$ cat src/rtl/dummy_accelerator_pkg.sv
`default_nettype none
// ============================================================================
// Module : dummy_accelerator_pkg
// Brief  : Shared types and helpers for the accelerator dispatcher.
// Rev    : 1.0
// ============================================================================
package dummy_accelerator_pkg;

   localparam int unsigned c_eu_id_w = 8;

   typedef logic [c_eu_id_w-1:0] eu_id_t;

   // Order-entry template; users append their own tag field around it.
   typedef struct packed {
      eu_id_t eu_id;
      logic   err;
   } order_entry_t;

   function automatic int unsigned ctl_width(input int unsigned num_eu);
      return (num_eu > 1) ? $clog2(num_eu) : 1;
   endfunction

endpackage
`default_nettype wire

$ cat src/rtl/dummy_accelerator_order_fifo.sv
`default_nettype none
// ============================================================================
// Module : dummy_accelerator_order_fifo
// Brief  : Synchronous issue-order FIFO with flush; head is visible without a pop.
// Rev    : 1.0
// ============================================================================
module dummy_accelerator_order_fifo #(
   parameter int unsigned DEPTH  = 8,
   parameter type         data_t = logic
) (
   input  logic  clk_i,
   input  logic  rst_ni,
   input  logic  flush_i,
   input  logic  push_i,
   input  data_t data_i,
   input  logic  pop_i,
   output data_t head_o,
   output logic  full_o,
   output logic  empty_o
);

   localparam int unsigned c_ptr_w = $clog2(DEPTH);
   localparam logic [c_ptr_w:0] c_full_cnt = (c_ptr_w + 1)'(DEPTH);

   data_t                r_mem [DEPTH];
   logic [c_ptr_w-1:0]   r_wr_ptr;
   logic [c_ptr_w-1:0]   r_rd_ptr;
   logic [c_ptr_w:0]     r_count;
   logic                 w_push;
   logic                 w_pop;

   assign full_o  = (r_count == c_full_cnt);
   assign empty_o = (r_count == '0);
   assign head_o  = r_mem[r_rd_ptr];

   assign w_push = push_i && !full_o  && rst_ni && !flush_i;
   assign w_pop  = pop_i  && !empty_o && rst_ni && !flush_i;

   always_ff @(posedge clk_i) begin
      if (w_push) begin
         r_mem[r_wr_ptr] <= data_i;
      end
   end

   always_ff @(posedge clk_i) begin
      if (!rst_ni || flush_i) begin
         r_wr_ptr <= '0;
         r_rd_ptr <= '0;
         r_count  <= '0;
      end else begin
         if (w_push) begin
            r_wr_ptr <= r_wr_ptr + 1'b1;
         end
         if (w_pop) begin
            r_rd_ptr <= r_rd_ptr + 1'b1;
         end
         if (w_push && !w_pop) begin
            r_count <= r_count + 1'b1;
         end else if (w_pop && !w_push) begin
            r_count <= r_count - 1'b1;
         end
      end
   end

   a_count_bound: assert property (@(posedge clk_i) r_count <= c_full_cnt);

endmodule
`default_nettype wire

$ cat src/rtl/dummy_accelerator_dispatcher.sv
`default_nettype none
// ============================================================================
// Module : dummy_accelerator_dispatcher
// Brief  : Steers requests to NUM_EU execution units, returns results in issue order.
// Rev    : 1.0
// ============================================================================
module dummy_accelerator_dispatcher
   import dummy_accelerator_pkg::*;
#(
   parameter int unsigned WIDTH           = 32,
   parameter int unsigned NUM_EU          = 2,
   parameter int unsigned MAX_OUTSTANDING = 8,
   parameter type         tag_type_t      = logic
) (
   input  logic                          clk_i,
   input  logic                          rst_ni,
   input  logic                          flush_i,
   input  logic                          valid_i,
   output logic                          ready_o,
   input  logic [ctl_width(NUM_EU)-1:0]  ctl_i,
   input  tag_type_t                     tag_i,
   output logic [NUM_EU-1:0]             eu_valid_o,
   input  logic [NUM_EU-1:0]             eu_ready_i,
   input  logic [NUM_EU-1:0]             eu_valid_i,
   output logic [NUM_EU-1:0]             eu_ready_o,
   input  logic [NUM_EU-1:0][WIDTH-1:0]  eu_result_i,
   input  tag_type_t [NUM_EU-1:0]        eu_tag_i,
   output logic                          valid_o,
   input  logic                          ready_i,
   output logic [WIDTH-1:0]              result_o,
   output tag_type_t                     tag_o,
   output logic                          err_o
);

   localparam int unsigned c_ctl_w = ctl_width(NUM_EU);

   typedef struct packed {
      tag_type_t    tag;
      order_entry_t base;
   } entry_t;

   entry_t w_push_entry;
   entry_t w_head;
   logic   w_illegal;
   logic   w_sel_ready;
   logic   w_issue;
   logic   w_full;
   logic   w_empty;
   logic   w_push;
   logic   w_pop;

   // Request side: ready_o never looks at valid_i, eu_valid_o is gated so EUs see nothing in reset/flush.
   always_comb begin
      w_illegal   = (32'(ctl_i) >= NUM_EU);
      w_issue     = rst_ni && !flush_i && valid_i && !w_full && !w_illegal;
      w_sel_ready = 1'b0;
      eu_valid_o  = '0;
      for (int k = 0; k < int'(NUM_EU); k++) begin
         if (ctl_i == c_ctl_w'(k)) begin
            w_sel_ready   = eu_ready_i[k];
            eu_valid_o[k] = w_issue;
         end
      end
   end

   assign ready_o = !w_full && (w_illegal || w_sel_ready);
   assign w_push  = valid_i && ready_o;

   always_comb begin
      w_push_entry            = '0;
      w_push_entry.tag        = tag_i;
      w_push_entry.base.err   = w_illegal;
      w_push_entry.base.eu_id = c_eu_id_w'(ctl_i);
   end

   dummy_accelerator_order_fifo #(
      .DEPTH  (MAX_OUTSTANDING),
      .data_t (entry_t)
   ) u_order_fifo (
      .clk_i   (clk_i),
      .rst_ni  (rst_ni),
      .flush_i (flush_i),
      .push_i  (w_push),
      .data_i  (w_push_entry),
      .pop_i   (w_pop),
      .head_o  (w_head),
      .full_o  (w_full),
      .empty_o (w_empty)
   );

   // Response side: only the EU owning the head entry is allowed to hand over its result.
   always_comb begin
      valid_o    = 1'b0;
      result_o   = '0;
      tag_o      = '0;
      err_o      = 1'b0;
      eu_ready_o = '0;
      if (!w_empty) begin
         if (w_head.base.err) begin
            valid_o = 1'b1;
            tag_o   = w_head.tag;
            err_o   = 1'b1;
         end else begin
            for (int k = 0; k < int'(NUM_EU); k++) begin
               if (w_head.base.eu_id == c_eu_id_w'(k)) begin
                  valid_o       = eu_valid_i[k];
                  result_o      = eu_result_i[k];
                  tag_o         = eu_tag_i[k];
                  eu_ready_o[k] = ready_i;
               end
            end
         end
      end
   end

   assign w_pop = valid_o && ready_i;

   a_eu_valid_onehot0: assert property (@(posedge clk_i) disable iff (!rst_ni) $onehot0(eu_valid_o));

endmodule
`default_nettype wire

$ cat config.mk
export PLATFORM = sky130hd
export DESIGN_NAME = dummy_accelerator_dispatcher
export DESIGN_NICKNAME = d
export VERILOG_FILES = /design/src/rtl/dummy_accelerator_pkg.sv /design/src/rtl/dummy_accelerator_order_fifo.sv /design/src/rtl/dummy_accelerator_dispatcher.sv
export SDC_FILE = /design/constraint.sdc
export NUM_CORES = 1
export LEC_CHECK = 0
export BUFFER_PORTS_ARGS = -buffer_cell sky130_fd_sc_hd__buf_2
export CORE_ASPECT_RATIO = 0.8
export CORE_MARGIN = 2
export CORE_UTILIZATION = 45
export CTS_BUF_LIST = sky130_fd_sc_hd__clkbuf_16
export CTS_CLUSTER_DIAMETER = 50
export CTS_CLUSTER_SIZE = 28
export DETAILED_ROUTE_END_ITERATION = 10
export PLACE_DENSITY = 0.7
export SYNTH_ARGS = -nofsm -noshare
export SYNTH_HDL_FRONTEND = slang
export SYNTH_HIERARCHICAL = 1
export SYNTH_SLANG_ARGS = --single-unit
$ cat constraint.sdc
create_clock -name clk_i -period 10.3 [get_ports clk_i]
set_clock_uncertainty 0.15 [all_clocks]
set_input_delay 0 -clock clk_i [delete_from_list [all_inputs] [get_ports clk_i]]
set_output_delay 0 -clock clk_i [all_outputs]
set_load 0.02 [all_outputs]
Word-level counts from Yosys, hierarchy flattened
Memory sizes are Yosys's and may differ from the RTL's. A register that Yosys moved wholly into a read port is not among the register bits.
Index checks and enable logic that the tools add are counted.
{"block": "totals", "input_bits": 77, "mem_count": 1, "output_inout_bits": 40, "register_bits": 10, "mem_bits_rw": 16}
{"memory": "u_order_fifo.r_mem", "depth": 8, "width": 2, "read_ports": 1, "rd_clocked_by_memory_dff": 1, "write_ports": 1, "line": "dummy_accelerator_order_fifo.sv:25", "text": "data_t r_mem [DEPTH];"}
{"block": "op_classes", "reduce_logical": 24, "eq_ne": 2, "addsub": 4, "mux": 27}
{"operator": "$mux W32", "count": 4}
{"operator": "$mux W1", "count": 17}
{"operator": "$logic_and A1 B1 Y1", "count": 14}
{"operator": "$eq A8 B1 Y1 const B", "count": 1}
{"operator": "$logic_not A8 Y1", "count": 1}
{"operator": "$mux W4", "count": 2}
{"operator": "$add A3 B1 Y3 const B", "count": 2}
{"operator": "$logic_not A1 Y1", "count": 6}
{"operator": "$mux W3", "count": 2}
{"operator": "$add A4 B1 Y4 const B", "count": 1}
{"operator": "$eq A4 B4 Y1 const B", "count": 1}
{"operator": "$logic_not A4 Y1", "count": 1}
{"operator": "$mux W2", "count": 2}
{"operator": "$sub A4 B1 Y4 const B", "count": 1}
{"operator": "$reduce_bool A2 Y1", "count": 1}
{"operator": "$logic_or A1 B1 Y1", "count": 1}

Longest topological paths before layout
{"block": "depth", "word_depth": 12, "ltp_mapped": 16, "depth_no_buf": 14}

Modules after synthesis
Netlist, hierarchy kept.
{"mod": "dummy_accelerator_order_fifo", "area_per_inst_um2": 3759.9, "instances": 1, "cells_per_inst": 192, "seq_area_each_um2": 2662.6}
{"mod": "dummy_accelerator_dispatcher", "area_per_inst_um2": 673.1, "instances": 1, "cells_per_inst": 95, "seq_area_each_um2": 0.0}

Worst setup path before layout
No wires, ideal clock.
{"block": "synth_path", "kind": "register to register", "startpoint": "reg with a tool-made name", "endpoint": "reg u_order_fifo.r_count[3]", "setup_slack_ns": 6.488, "path_buffers": 1, "period_less_slack_ns": 3.812, "stages_incl_launch_ff": 16, "arrival_ns": 3.604, "t_required_ns": 10.092, "setup_time_ns": 0.058, "cell_sequence": "dfxtp_1 > buf_6 > mux4_1 > mux2_2 > nor4_4 > a31oi_1 > nor3_1 > o41ai_2 > or2_2 > ha_1 > inv_1 > ha_1 > a21oi_1 > nand3_1 > a211oi_1 > a31o_1"}
{"item": "end signal: assignment", "line": "dummy_accelerator_order_fifo.sv:58", "text": "r_count <= r_count + 1'b1;"}
{"item": "end signal: assignment", "line": "dummy_accelerator_order_fifo.sv:60", "text": "r_count <= r_count - 1'b1;"}
{"item": "end: declaration", "line": "dummy_accelerator_order_fifo.sv:28", "text": "logic [c_ptr_w:0] r_count;"}

==> impl_metrics.prom <==
# TYPE chip_impl_metric gauge
chip_impl_info{name="outcome",value="completed"} 1
chip_impl_info{name="cp-endpoint",value="u_order_fifo/r_count[3]$_SDFFE_PP0P_"} 1
chip_impl_metric{name="largest_net_degree_at_the_start_of_global_routing",unit=""} 37
chip_impl_metric{name="num_io_pins",unit=""} 117
chip_impl_metric{name="avgViaCountPerCell",unit=""} 4.79
chip_impl_info{name="netlist_top_cells_area",value="sky130_fd_sc_hd__edfxtp_1 (54%), sky130_fd_sc_hd__mux4_1 (12%), sky130_fd_sc_hd__mux2i_1 (7.9%), sky130_fd_sc_hd__dfxtp_1 (5.9%), sky130_fd_sc_hd__nor2_1 (4.4%)"} 1
chip_impl_metric{name="post_synth_instance_area",unit="um^2"} 4430
chip_impl_metric{name="timing.setup.tns",unit="ns"} 0
chip_impl_metric{name="cellInternalPower",unit="uW"} 605
chip_impl_metric{name="antenna_cells",unit=""} 0
chip_impl_metric{name="worst_path_clk_slew",unit="ns"} 0.06
chip_impl_info{name="worst_hold_class",value="in -> reg"} 1
chip_impl_metric{name="switching_power",unit="uW"} 146
chip_impl_metric{name="synth_edf_count",unit=""} 80
chip_impl_metric{name="timing.fmax",unit="MHz"} 198
chip_impl_metric{name="synth_seq_area_share",unit=""} 0.601
chip_impl_metric{name="clock_power_share",unit=""} 0.400
chip_impl_metric{name="layout_worst_path_cycle_share",unit=""} 0.491
chip_impl_metric{name="placement_rows",unit=""} 32
chip_impl_metric{name="maxSlewViolCount",unit=""} 0
chip_impl_metric{name="leakage",unit="nW"} 2.37
chip_impl_metric{name="synthCells",unit=""} 287
chip_impl_metric{name="rrSetupSlack",unit="ns"} 5.24
chip_impl_metric{name="synth_seq_cells",unit=""} 93
chip_impl_metric{name="number_of_global_route_vias_before_repair",unit=""} 2706
chip_impl_metric{name="hpwl",unit="um"} 6350
chip_impl_metric{name="layout-area-overhead-vs-synth",unit="%"} 26.8
chip_impl_metric{name="worst_slew_margin_rel",unit=""} 0.126
chip_impl_metric{name="pwr-share-comb",unit=""} 0.052
chip_impl_metric{name="placement.cell_area",unit="um^2"} 5310
chip_impl_metric{name="die_w",unit="um"} 115
chip_impl_info{name="top_cell_type_by_total_area_after_synthesis",value="sky130_fd_sc_hd__edfxtp_1"} 1
chip_impl_metric{name="worst_hold_margin",unit="ns"} 0.0707
chip_impl_metric{name="layout.cell_area.non_filler",unit="um^2"} 5620
chip_impl_metric{name="period_minus_slack",unit="ns"} 5.06
chip_impl_info{name="worstSetupPathType",value="reg -> reg"} 1
chip_impl_metric{name="worstPathArrival",unit="ns"} 5.14
chip_impl_info{name="rsz_0062_raised_after_global_routing",value="no"} 1
chip_impl_metric{name="max_root_sink_buffers",unit=""} 2
chip_impl_metric{name="sw_frac_of_total",unit=""} 0.195
chip_impl_metric{name="finish.cell_count_without_fillers",unit=""} 590
chip_impl_metric{name="drt_iter0_markers",unit=""} 112
chip_impl_metric{name="drv_cap",unit=""} 0
chip_impl_metric{name="asyncSetResetFlopFracSynth",unit=""} 0
chip_impl_metric{name="timing_hold_violations_final",unit=""} 0
chip_impl_metric{name="insertion_delay",unit="ns"} 0.33
chip_impl_metric{name="io_buffer_count",unit=""} 116
chip_impl_metric{name="place.gp.congestion",unit=""} 0.764
chip_impl_metric{name="detail_route_antenna_nets",unit=""} 0
chip_impl_metric{name="wire_length_of_the_first_global_routing_pass",unit="um"} 13200
chip_impl_metric{name="cts_sinks",unit=""} 93
chip_impl_metric{name="chipHeight",unit="um"} 92.8
chip_impl_info{name="startpoint_type_of_the_worst_setup_path",value="flip-flop"} 1
chip_impl_metric{name="vdd_ir_drop_max",unit="uV"} 110
chip_impl_metric{name="grt_overflow_total",unit=""} 0
chip_impl_info{name="cts_root_buffer",value="sky130_fd_sc_hd__clkbuf_16"} 1
chip_impl_metric{name="detailroute.via_count",unit=""} 2829
chip_impl_metric{name="wl_per_cell",unit="um"} 15.2
chip_impl_info{name="postSynth.topFlopCell",value="sky130_fd_sc_hd__edfxtp_1"} 1
chip_impl_metric{name="synth.distinct_cells",unit=""} 43
chip_impl_metric{name="detail_route.drc_violations",unit=""} 0
chip_impl_metric{name="number_of_cells_on_the_worst_reg_to_reg_path",unit=""} 14
chip_impl_metric{name="max_slew.worst_pin.slew",unit="ns"} 1.31
chip_impl_info{name="rr_endpoint",value="u_order_fifo/r_count[3]$_SDFFE_PP0P_"} 1
chip_impl_metric{name="required_arrival_time_at_the_worst_endpoint",unit="ns"} 10.38
chip_impl_metric{name="finish.net_count",unit=""} 549
chip_impl_metric{name="pwr_cell_area",unit="nW/um^2"} 134
chip_impl_metric{name="drt_first_pass_iters",unit=""} 4
chip_impl_metric{name="share_of_the_synthesized_area_in_the_top_cell_type",unit=""} 0.542
chip_impl_metric{name="cts_made_buffers",unit=""} 9
chip_impl_info{name="top_library_cells_by_usage_in_the_layout_fill_and_taps_aside",value="sky130_fd_sc_hd__buf_2 (116), sky130_fd_sc_hd__edfxtp_1 (80), sky130_fd_sc_hd__conb_1 (64)"} 1
chip_impl_metric{name="seq_power_share",unit=""} 0.547
chip_impl_info{name="setup.worst_path.end_class",value="flip-flop"} 1
chip_impl_metric{name="effective_utilization_at_floorplan",unit=""} 0.461
chip_impl_metric{name="grt_antenna_before_repair",unit=""} 0
chip_impl_metric{name="utilization",unit=""} 0.585
chip_impl_metric{name="grt_total_usage",unit=""} 0.170
chip_impl_info{name="mostFrequentLayoutCell",value="sky130_fd_sc_hd__buf_2"} 1
chip_impl_metric{name="timing.critical_path.fanout_max",unit=""} 36
chip_impl_metric{name="ys_warn_count",unit=""} 6
chip_impl_metric{name="die_area",unit="um^2"} 10700
chip_impl_metric{name="setup_viol",unit=""} 0
chip_impl_metric{name="routed_wl",unit="um"} 8960
chip_impl_metric{name="final_layout_size_suffix_gt1_frac",unit=""} 0.329
chip_impl_metric{name="core-area",unit="um^2"} 9610
chip_impl_metric{name="dp.cells",unit=""} 571
chip_impl_info{name="tritoncts",value="done"} 1
chip_impl_metric{name="avgSynthCellArea",unit="um^2"} 15.4
chip_impl_metric{name="htree_num_levels",unit=""} 3
## sequential cells by signal (all words and copies together), names as in the netlist, named ones only
name and flops:
u_order_fifo/r_count 4, u_order_fifo/r_mem 80, u_order_fifo/r_rd_ptr 3, u_order_fifo/r_wr_ptr 3
## kinds of logic after synthesis
logic type	count (synthesis)	share of synthesized area
AO/OA/AOI/OAI	8	0.0141
XOR/XNOR	6	0.0119
adder cells (fa/ha/maj)	6	0.0186
buffers and inverters	20	0.0271
flip-flops	93	0.601
multiplexers	67	0.228
other	1	0.000846
AND/OR/NAND/NOR	86	0.0988
## synthesized netlist by cell type, types with 5 or more instances
master	count
sky130_fd_sc_hd__nor2_1	52
sky130_fd_sc_hd__dfxtp_1	13
sky130_fd_sc_hd__mux4_1	20
sky130_fd_sc_hd__inv_1	5
sky130_fd_sc_hd__nand2_1	5
sky130_fd_sc_hd__mux2i_1	35
sky130_fd_sc_hd__edfxtp_1	80
sky130_fd_sc_hd__ha_1	5
sky130_fd_sc_hd__buf_6	5
sky130_fd_sc_hd__mux2_2	12
sky130_fd_sc_hd__nor3_1	6
## critical path, cell delays in order (launching register included)
cell and delay [ns]:
sky130_fd_sc_hd__dfxtp_1 1.06, sky130_fd_sc_hd__mux4_1 0.67, sky130_fd_sc_hd__mux2_2 0.65, sky130_fd_sc_hd__mux2_2 0.36
sky130_fd_sc_hd__a31oi_1 0.10, sky130_fd_sc_hd__nor3_1 0.21, sky130_fd_sc_hd__o41ai_2 0.17, sky130_fd_sc_hd__or2_2 0.31
sky130_fd_sc_hd__ha_1 0.20, sky130_fd_sc_hd__inv_1 0.13, sky130_fd_sc_hd__ha_1 0.28, sky130_fd_sc_hd__a21oi_1 0.21
sky130_fd_sc_hd__a211o_1 0.17, sky130_fd_sc_hd__a211oi_1 0.07, sky130_fd_sc_hd__a31o_1 0.21
## power groups by stage
| stage | clock, mW | sequential (mW) | combinational [mW] |
|---|---|---|---|
| 2_1_floorplan | 0 | 0.419 | 0.0190 |
| 3_3_place_gp | 0 | 0.419 | 0.0367 |
| 3_5_place_dp | 0 | 0.419 | 0.0378 |
| 4_1_cts | 0.307 | 0.411 | 0.0389 |
| 5_1_grt | 0.323 | 0.411 | 0.0444 |
| 6_report | 0.301 | 0.411 | 0.0394 |
## per-stage QoR
step / worst slack [ns] / power (mW)
final: 5.24 / 0.751
after global routing: 4.83 / 0.779
after CTS: 5.20 / 0.757
after detailed placement: 5.24 / 0.457
after global placement: 5.35 / 0.456
after floorplan: 6.49 / 0.438
## final cells by class
class,count,area (um^2)
clock buffer,10,250
clock inverter,6,30.0
fill,757,3990
inverter,6,22.5
multi-input combinational,237,1900
sequential,93,2660
tap,119,149
timing repair buffer,119,611
## worst min-delay path by stage
stage | from | end | slack, ns | depth (start not counted)
CTS | ready_i | flip-flop | 0.07 | 6
finish | ready_i | u_order_fifo/r_rd_ptr[0]$_SDFFE_PP0P_ | 0.07 | 6
detailed placement | tag_i | u_order_fifo/r_mem[6][9]$_DFFE_PP_ | 0.14 | 1
floorplan | ctl_i | eu_valid_o[0] | -0.06 | 1
global placement | tag_i | u_order_fifo/r_mem[6][9]$_DFFE_PP_ | 0.12 | 1
global route | ready_i | flip-flop | 0.12 | 6
## layer usage
metal | track usage | wire length, um | vias up
li1 | - | - | 1402
met1 | 0.202 | 3850 | 1343
met2 | 0.308 | 4560 | 80
met3 | 0.0517 | 499 | 4
met4 | 0.0301 | 56 | 0
met5 | 0 | 0 | -
## what timing repair did
item                                    4_1_cts  5_1_grt
hold buffers                                  3        0
hold endpoints to repair                     17        0
buffers inserted                              0        0
endpoints found under the setup margin        0        0
gates resized for setup                       0        0
Note: power is estimated with default switching activity, not from simulation.
